$ cat src/rtl/imm_ext_pkg.sv
// Shared definitions for immediate extension: mode encodings, buffer states and
// the width-generic extension function used by decode and branch-target logic.
package imm_ext_pkg;

  localparam logic [1:0] IMM_SIGN   = 2'b00;
  localparam logic [1:0] IMM_ZERO   = 2'b01;
  localparam logic [1:0] IMM_UPPER  = 2'b10;
  localparam logic [1:0] IMM_BRANCH = 2'b11;

  // Widest immediate/result the helper function can handle.
  localparam int unsigned ImmMaxW = 64;

  typedef enum logic [1:0] {
    StEmpty,
    StOne,
    StTwo
  } buf_state_e;

  // Extends the low in_w bits of imm to out_w bits; bits above out_w are zero.
  // Widths are passed as arguments so callers with any IN_W/OUT_W share it.
  function automatic logic [ImmMaxW-1:0] imm_extend(input logic [ImmMaxW-1:0] imm,
                                                   input logic [1:0]         mode,
                                                   input int unsigned        in_w,
                                                   input int unsigned        out_w);
    logic [ImmMaxW-1:0] in_mask;
    logic [ImmMaxW-1:0] out_mask;
    logic [ImmMaxW-1:0] zext;
    logic [ImmMaxW-1:0] sext;
    logic [ImmMaxW-1:0] res;
    logic               sign;
    // A shift by ImmMaxW yields 0, so the masks stay correct at full width.
    in_mask  = (ImmMaxW'(1) << in_w) - ImmMaxW'(1);
    out_mask = (ImmMaxW'(1) << out_w) - ImmMaxW'(1);
    zext     = imm & in_mask;
    sign     = |(zext & (ImmMaxW'(1) << (in_w - 1)));
    sext     = sign ? (zext | ~in_mask) : zext;
    unique case (mode)
      IMM_SIGN:   res = sext;
      IMM_ZERO:   res = zext;
      IMM_UPPER:  res = zext << (out_w - in_w);
      IMM_BRANCH: res = sext << 2;
      default:    res = sext;
    endcase
    return res & out_mask;
  endfunction

endpackage

$ cat src/rtl/skid_buffer.sv
// Generic 2-entry skid buffer with valid/ready handshakes and flush.
// in_ready comes straight from a flop, so there is no out_ready -> in_ready path.
module skid_buffer
  import imm_ext_pkg::*;
#(
  parameter int unsigned Width = 8
) (
  input  logic             clk,
  input  logic             rst_n,
  input  logic             flush,
  input  logic             in_valid,
  output logic             in_ready,
  input  logic [Width-1:0] in_data,
  output logic             out_valid,
  input  logic             out_ready,
  output logic [Width-1:0] out_data
);

  buf_state_e       state_q, state_d;
  logic [Width-1:0] main_q, main_d;
  logic [Width-1:0] skid_q, skid_d;
  logic             ready_q, ready_d;
  logic             in_xfer;
  logic             out_xfer;

  assign out_valid = (state_q != StEmpty);
  assign out_data  = main_q;
  assign in_ready  = ready_q;
  assign in_xfer   = in_valid & ready_q;
  assign out_xfer  = out_valid & out_ready;

  // Next-state and data movement between input, skid and main registers.
  always_comb begin
    state_d = state_q;
    main_d  = main_q;
    skid_d  = skid_q;
    unique case (state_q)
      StEmpty: begin
        if (in_xfer) begin
          main_d  = in_data;
          state_d = StOne;
        end
      end
      StOne: begin
        if (in_xfer && out_xfer) begin
          main_d = in_data;
        end else if (in_xfer) begin
          skid_d  = in_data;
          state_d = StTwo;
        end else if (out_xfer) begin
          state_d = StEmpty;
        end
      end
      StTwo: begin
        if (out_xfer) begin
          main_d  = skid_q;
          state_d = StOne;
        end
      end
      default: state_d = StEmpty;
    endcase
    // Flush only drops the valids; data registers may hold stale entries.
    if (flush) begin
      state_d = StEmpty;
    end
    ready_d = (state_d != StTwo);
  end

  // State, data and registered ready with synchronous active-low reset.
  always_ff @(posedge clk) begin
    if (!rst_n) begin
      state_q <= StEmpty;
      main_q  <= '0;
      skid_q  <= '0;
      ready_q <= 1'b1;
    end else begin
      state_q <= state_d;
      main_q  <= main_d;
      skid_q  <= skid_d;
      ready_q <= ready_d;
    end
  end

endmodule

$ cat src/rtl/imm_extend_stage.sv
// Registered immediate-extension stage: extends on the input side and carries
// {imm, mode, tag} through a 2-entry skid buffer towards the ID/EX register.
module imm_extend_stage
  import imm_ext_pkg::*;
#(
  parameter int unsigned IN_W  = 16,
  parameter int unsigned OUT_W = 32,
  parameter int unsigned TAG_W = 8
) (
  input  logic             clk,
  input  logic             rst_n,
  input  logic             flush,
  input  logic             in_valid,
  output logic             in_ready,
  input  logic [IN_W-1:0]  in_imm,
  input  logic [1:0]       in_mode,
  input  logic [TAG_W-1:0] in_tag,
  output logic             out_valid,
  input  logic             out_ready,
  output logic [OUT_W-1:0] out_imm,
  output logic [1:0]       out_mode,
  output logic [TAG_W-1:0] out_tag
);

  localparam int unsigned DataW = OUT_W + 2 + TAG_W;

  if (OUT_W < IN_W + 2 || OUT_W > ImmMaxW) begin : g_bad_width
    $error("imm_extend_stage: need IN_W+2 <= OUT_W <= %0d", ImmMaxW);
  end

  logic [OUT_W-1:0] ext_imm;
  logic [DataW-1:0] in_data;
  logic [DataW-1:0] out_data;

  // Extension happens before the buffer so the stored entry is already final.
  assign ext_imm = OUT_W'(imm_extend(ImmMaxW'(in_imm), in_mode, IN_W, OUT_W));
  assign in_data = {ext_imm, in_mode, in_tag};

  skid_buffer #(
    .Width(DataW)
  ) u_skid_buffer (
    .clk      (clk),
    .rst_n    (rst_n),
    .flush    (flush),
    .in_valid (in_valid),
    .in_ready (in_ready),
    .in_data  (in_data),
    .out_valid(out_valid),
    .out_ready(out_ready),
    .out_data (out_data)
  );

  assign {out_imm, out_mode, out_tag} = out_data;

endmodule

$ cat config.mk
export PLATFORM = sky130hd
export DESIGN_NAME = imm_extend_stage
export DESIGN_NICKNAME = d
export VERILOG_FILES = /design/src/rtl/imm_ext_pkg.sv /design/src/rtl/skid_buffer.sv /design/src/rtl/imm_extend_stage.sv
export SDC_FILE = /design/constraint.sdc
export NUM_CORES = 1
export LEC_CHECK = 0
export ABC_AREA = 1
export BUFFER_PORTS_ARGS = -buffer_cell sky130_fd_sc_hd__buf_2
export CAP_MARGIN = 20
export CORE_ASPECT_RATIO = 0.9
export CORE_MARGIN = 2
export CORE_UTILIZATION = 50
export DETAILED_ROUTE_END_ITERATION = 7
export PLACE_DENSITY_LB_ADDON = 0.2
export SLEW_MARGIN = 40
export SYNTH_ARGS = -nofsm -noshare
export SYNTH_HDL_FRONTEND = slang
export SYNTH_SLANG_ARGS = --single-unit
export TNS_END_PERCENT = 100
$ cat constraint.sdc
create_clock -name clk -period 1.05 [get_ports clk]
set_input_delay 0.105 -clock clk [delete_from_list [all_inputs] [get_ports clk]]
set_output_delay 0.105 -clock clk [all_outputs]
set_load 0.01 [all_outputs]
After elaboration in Yosys (flattened, before gate mapping)
Index checks and enable logic that the tools add are counted.
{"block": "classes", "n_mux": 13, "n_eq_ne": 9, "reduce_logical": 7, "bitwise": 3}
{"op": "32-bit case mux with 4 select lines", "n": 1}
{"op": "42-bit two-way mux", "n": 3}
{"op": "42-bit case mux with 3 select lines", "n": 1}
{"op": "32-bit two-way mux", "n": 1}
{"op": "2-bit two-way mux", "n": 6}
{"op": "2-bit equality test (second input constant)", "n": 3}
{"op": "2-bit by 1-bit != test with 1-bit output (second input constant)", "n": 3}
{"op": "2-bit case mux with 3 select lines", "n": 1}
{"op": "2-bit by 1-bit equality test with 1-bit output (second input constant)", "n": 2}
{"op": "2-bit zero test", "n": 2}
{"op": "4-bit AND reduction", "n": 1}
{"op": "3-bit AND reduction", "n": 1}
{"op": "3-bit nonzero test", "n": 1}
{"op": "1-bit AND", "n": 2}
{"op": "2-bit != test (second input constant)", "n": 1}
{"op": "2-bit nonzero test", "n": 1}
{"op": "1-bit logical AND", "n": 1}
{"op": "1-bit inverter", "n": 1}
{"block": "word_totals", "wordCells": 36, "regBits": 87, "output_inout_bits": 44, "in_bits": 31}

Logic depth before layout (Yosys ltp)
{"block": "depth", "ltp_word": 8, "depth_mapped": 8, "depth_no_buf": 7}

By module
Synthesis repeated with hierarchy kept, for this count alone.
{"block": "unflattened", "hier_cells": 736, "area_unflattened_um2": 4431.8}
{"mod": "skid_buffer", "instances": 1, "cells_each": 648, "area_each_um2": 4015.1, "seq_area_each_um2": 1741.7}
{"mod": "imm_extend_stage", "instances": 1, "cells_each": 88, "area_each_um2": 416.6, "seq_area_each_um2": 0.0}

Worst setup path after synthesis
Ideal clock, no wire load.
{"block": "synth_timing", "path_kind": "flip-flop to flip-flop", "from": "reg u_skid_buffer.ready_q (netlist: u_skid_buffer.in_ready)", "to": "reg u_skid_buffer.skid_q[9]", "path_buffers": 1, "setup_slack_ns": -0.206, "synth_period_minus_slack_ns": 1.256, "t_arrival_ns": 1.128, "required_time_ns": 0.922, "path_stages_with_launch": 7, "path_cell_list": "dfxtp_1 -> nand2_1 -> nor2_1 -> nand2_2 -> clkbuf_1 -> o21ai_0 -> a21oi_1"}
{"block": "synth_via", "elab_chain_cells": 4}
{"element": "from (decl)", "line": "skid_buffer.sv:22", "source": "logic ready_q, ready_d;"}
{"element": "from (signal assigned)", "line": "skid_buffer.sv:80", "source": "ready_q <= ready_d;"}
{"element": "1-bit AND *", "line": "skid_buffer.sv:29", "source": "assign in_xfer = in_valid & ready_q;"}
{"element": "1-bit logical AND", "line": "skid_buffer.sv:45", "source": "if (in_xfer && out_xfer) begin"}
{"element": "1-bit inverter (no line)"}
{"element": "3-bit AND reduction (no line) *"}
{"element": "to (signal assigned)", "line": "skid_buffer.sv:79", "source": "skid_q <= skid_d;"}
{"element": "to (decl)", "line": "skid_buffer.sv:21", "source": "logic [Width-1:0] skid_q, skid_d;"}
Every way passes the cells marked *; elsewhere a longest branch is shown, timed or not.
A chain may end at the register's enable or synchronous reset.

Final worst setup path
{"block": "layout_timing", "from": "reg u_skid_buffer.state_q[1]", "to": "reg u_skid_buffer.skid_q[10]"}
{"block": "layout_via", "elab_chain_cells": 5}
{"element": "from (decl)", "line": "skid_buffer.sv:19", "source": "buf_state_e state_q, state_d;"}
{"element": "from (signal assigned)", "line": "skid_buffer.sv:72", "source": "state_q <= StEmpty;"}
{"element": "from (signal assigned)", "line": "skid_buffer.sv:77", "source": "state_q <= state_d;"}
{"element": "2-bit nonzero test", "line": "skid_buffer.sv:26", "source": "assign out_valid = (state_q != StEmpty);"}
{"element": "1-bit AND", "line": "skid_buffer.sv:30", "source": "assign out_xfer = out_valid & out_ready;"}
{"element": "1-bit logical AND", "line": "skid_buffer.sv:45"}
{"element": "1-bit inverter (no line)"}
{"element": "3-bit AND reduction (no line) *"}
Marked as above.

==> results by stage <==
Place:
- The weighted congestion at the end of routability-driven global placement is 0.848.
- The estimated wirelength of the detail-placed design is 7890 microns.
- Input and output buffers added on the ports amount to 74.
- The standard cell area after detailed placement is 0.00492 sq mm.
- Counting tap cells, the placed design contains a total of 800 instances.

Pwr:
- The power dissipated by switching net loads is 2.31 mW.
- The standby leakage power is 2.78 nW.
- Cell internal power was estimated by the tool at 5.51 mW.
- The switching share of total power is 29.5%.
- The proportion of power drawn by combinational gates is 22.1%.
- The share of total power dissipated in sequential elements is 45.6%.
- Summing internal, switching and leakage power gives 7.82 mW.
- The clock network is responsible for 32.3% of the overall power.
- For this design the ratio of total power to cell area is 1300 mW/mm^2.
- The worst-case IR drop observed on VDD is 951 uV.

Detailed routing:
- The aggregate routed wire length is 13,700 microns.
- The average routed wire per standard cell is 16.4 microns.
- The number of vias after detailed routing is 4,755.
- In the routed design, unresolved DRC markers number 0.
- The detail-routed via count per cell is 5.69.
- The detailed router finished its first iteration with 339 violations.
- The post-route antenna net violation count is 0.
- The total iterations of the first detailed-routing run is 7.

Cells and area:
- The ratio of cells with drive above 1 in the final layout is 34.6%.
- The total number of nets in the final design is 762.
- After routing the design area is 0.00600 sq mm.
- The area growth from synthesis to layout is 45.3%.
- Across the whole layout, storage elements account for 0.00175 sq mm.
- The end-of-flow core utilization is 74.7%.
- The repair_antennas step left the layout with diodes totalling 0.
- The post-layout instance count excluding filler cells is 835.
- The number of fill cells in the layout is 583.
- In the final layout, the multi-input gates occupy 0.00243 sq mm.

Floorplan:
- The core box area is 0.00803 sq mm.
- After floorplanning, the core was divided into 31 placement rows.
- The die covers 0.00900 sq mm.
- 75 I/O pins were placed.
- The initial standard-cell utilization of the core is 51.4%.
- The die span in x is 99.8 microns.
- Measured along the y axis, the die boundary spans 90.2 microns.

Setup path:
- By startpoint and endpoint, the worst setup path is classified as flop to flop.
- The setup slack on the worst flop-to-flop path is -0.30 ns.
- The startpoint of the lowest-slack register-to-register path is u_skid_buffer.state_q[1].
- The maximum fanout count along the critical path is 20.
- The arrival time at the worst endpoint is 1.59 ns.
- The kind of start point of the critical path is a flop.
- In this run the worst setup path terminates at u_skid_buffer.skid_q[10].
- In this run the worst setup path begins at u_skid_buffer.state_q[1].
- The worst setup path is captured at a flop.
- For the worst flop-to-flop path, the logic depth is 6.
- For the worst setup path, the data required time is 1.29 ns.
- The worst flop-to-flop path endpoint is u_skid_buffer.skid_q[10].

Logic synthesis:
- The proportion of netlist area held by the largest area contributor is 42.2%.
- Summing the sequential cell areas from Yosys gives 42.2% of the chip area.
- The netlist area before placement is 0.00413 sq mm.
- Of all flip-flops after synthesis, the portion carrying an async set or reset was 0%.
- The mean instance size in the synthesized netlist is 6.54 sq um.
- The most used flip-flop cell after synthesis is sky130_fd_sc_hd__dfxtp_1.
- After synthesis the netlist holds a flip-flop and latch count of 87.
- The count of unique library cells instantiated by Yosys is 19.
- The number of enable-type register cells in the synthesized netlist is 0.
- The number of standard cells after synthesis is 632.
- The net count after synthesis is 663.
- In the post-synthesis netlist, the biggest area contributors are sky130_fd_sc_hd__dfxtp_1 42%, sky130_fd_sc_hd__nand2_1 13%, sky130_fd_sc_hd__a21oi_1 10%, sky130_fd_sc_hd__nand3_1 7.5%, sky130_fd_sc_hd__nor2_1 7.2%.
- The Yosys step of the flow raised 0 warnings.
- The leading area contributor after synthesis is sky130_fd_sc_hd__dfxtp_1.

Timing:
- The total count of max-transition violations in the final report was 0.
- The final-report hold violation count is 0.
- Of the available clock period, the critical path in the final layout requires 129%.
- The clock skew is 0.0104 ns.
- Static timing analysis puts the maximum clock frequency at 0.740 GHz.
- Subtracting the final worst setup slack from the clock period gives 1.35 ns.
- For the pin with the worst max-slew slack, the measured transition is 0.442 ns.
- In this run the tightest slew margin relative to its limit is 70.3%.
- Setup repair after global routing could not meet its margin everywhere.
- Across all hold checks on the routed design, the worst slack comes to 0.0196 ns.
- In the post-route analysis, the smallest setup slack over all paths is -0.302 ns.
- Setup violations remaining at the end of the flow were counted as 89.

Status:
- The final reports fail on negative setup slack.
- The flow ran to the end, but the final reports show violations.

Clock network:
- The number of clock sinks is 87.
- The number of buffers created by CTS is 9.
- For this design, the CTS-stage hold fixing added 0 buffers.
- The clock tree from TritonCTS is done.
- The insertion delay to the later sink of the worst-skew pair is 0.36 ns.
- The tree is rooted in a sky130_fd_sc_hd__clkbuf_8.
- After clock tree synthesis, the clock-pin slew on the worst setup and hold paths is 0.09 ns.
- The number of levels in the clock H-tree is 3.
- The deepest clock path buffer count is 2.

Global route:
- The overall overflow remaining after global route is 0.
- The number of antenna violations at the first check in global routing is 0.
- The pin count of the biggest net entering global routing is 69.
- The global-route wire length before repair is 20,700 microns.
- Global routing used 28.3% of the available tracks across all layers.
- The number of global-route vias before repair is 4,353.

Min path:
- The worst min-delay path class is input pin to flop.

Job:
- The count of maximum capacitance violations is 0.
sequential cells by signal (all words and copies together), names as in the netlist:
name	flops
u_skid_buffer.state_q	2
u_skid_buffer.out_data	42
u_skid_buffer.in_ready	1
u_skid_buffer.skid_q	42
placed cells by master (no fill, tap or decap), types with 4 or more instances in the layout:
master and n:
sky130_fd_sc_hd__buf_2 72, sky130_fd_sc_hd__a21oi_2 36, sky130_fd_sc_hd__nand2_4 4, sky130_fd_sc_hd__o21ai_1 25, sky130_fd_sc_hd__nor2_2 6, sky130_fd_sc_hd__buf_12 18, sky130_fd_sc_hd__a21oi_1 48, sky130_fd_sc_hd__buf_16 4
sky130_fd_sc_hd__dfxtp_1 84, sky130_fd_sc_hd__nor3_1 15, sky130_fd_sc_hd__o21ai_0 12, sky130_fd_sc_hd__clkbuf_16 5, sky130_fd_sc_hd__buf_4 21, sky130_fd_sc_hd__nand2_2 10, sky130_fd_sc_hd__nand3_2 11, sky130_fd_sc_hd__clkbuf_8 12
sky130_fd_sc_hd__buf_6 10, sky130_fd_sc_hd__nand3_4 5, sky130_fd_sc_hd__inv_1 47, sky130_fd_sc_hd__nand3_1 47, sky130_fd_sc_hd__nor2_1 70, sky130_fd_sc_hd__o21ai_2 17, sky130_fd_sc_hd__nor2_4 4, sky130_fd_sc_hd__nand2_1 132
per-stage QoR:
step                      TNS, ns  setup slack (ns)
after floorplan             -3.03           -0.0527
after global placement     -13.05            -0.207
after detailed placement   -15.78            -0.254
after CTS                  -15.18            -0.221
after global routing       -23.11            -0.352
final                      -17.94            -0.302
cells in the mapped netlist (5+ instances only):
cell,count
sky130_fd_sc_hd__a21oi_1,84
sky130_fd_sc_hd__buf_2,30
sky130_fd_sc_hd__clkbuf_1,15
sky130_fd_sc_hd__dfxtp_1,87
sky130_fd_sc_hd__inv_1,47
sky130_fd_sc_hd__inv_2,5
sky130_fd_sc_hd__nand2_1,143
sky130_fd_sc_hd__nand2_2,5
sky130_fd_sc_hd__nand3_1,62
sky130_fd_sc_hd__nor2_1,79
sky130_fd_sc_hd__nor3_1,15
sky130_fd_sc_hd__o21ai_0,42
sky130_fd_sc_hd__o21ai_1,12
power groups by stage:
stage          sequential (mW)  combinational (mW)  clock (mW)
3_3_place_gp              3.63                1.31           0
5_1_grt                   3.59                1.88        2.70
4_1_cts                   3.57                1.58        2.55
2_1_floorplan             3.70               0.749           0
6_report                  3.57                1.73        2.53
3_5_place_dp              3.64                1.33           0
worst max-delay path: stages (launching register included):
cell,delay [ns]
sky130_fd_sc_hd__dfxtp_4,0.38
sky130_fd_sc_hd__buf_4,0.15
sky130_fd_sc_hd__nor2_4,0.14
sky130_fd_sc_hd__nand2_4,0.13
sky130_fd_sc_hd__buf_12,0.19
sky130_fd_sc_hd__o21ai_2,0.16
sky130_fd_sc_hd__a21oi_1,0.08
metal layers:
| metal | vias to the layer above | GRT usage [%] | wire, microns |
|---|---|---|---|
| met5 | - | 0 | 0 |
| met4 | 0 | 9.25 | 387 |
| met3 | 51 | 5.44 | 1220 |
| met2 | 256 | 48.0 | 6560 |
| met1 | 2210 | 36.2 | 5510 |
| li1 | 2238 | - | - |
how the worst min path moves through the flow:
| stage | start | to | slack, ns | cells past startpoint |
|---|---|---|---|---|
| 2_1_floorplan | in_tag[0] | u_skid_buffer.skid_q[0] | 0.28 | 2 |
| 3_3_place_gp | in_tag[2] | u_skid_buffer.skid_q[2] | 0.39 | 3 |
| 3_5_place_dp | in_tag[2] | u_skid_buffer.skid_q[2] | 0.40 | 3 |
| 4_1_cts | in_tag[2] | u_skid_buffer.skid_q[2] | 0.02 | 3 |
| 5_1_grt | in_tag[4] | u_skid_buffer.skid_q[4] | 0.03 | 3 |
| 6_report | in_tag[2] | u_skid_buffer.skid_q[2] | 0.02 | 3 |
timing repair:
| item | in CTS | in global routing |
|---|---|---|
| pin swaps | 22 | 24 |
| cloned | 5 | 8 |
| gates resized for setup | 96 | 48 |
| setup buffers | 5 | 1 |
| endpoints found under the setup margin | 89 | 89 |
area by class of cell:
cell class,instances,share of cell area (%)
Sequential cell,87,29.2
Multi-Input combinational cell,448,40.6
Tap cell,99,2.06
Clock inverter,4,0.876
Timing Repair Buffer,133,21.2
Inverter,52,3.38
Clock buffer,12,2.75
logic make-up after synthesis:
logic type	after synthesis	share of synthesized area, %
AND/OR/NAND/NOR	309	31.2
AO/OA/AOI/OAI	138	16.7
buffers and inverters	98	9.91
flip-flops	87	42.2
(Power assumes the default switching activity.)
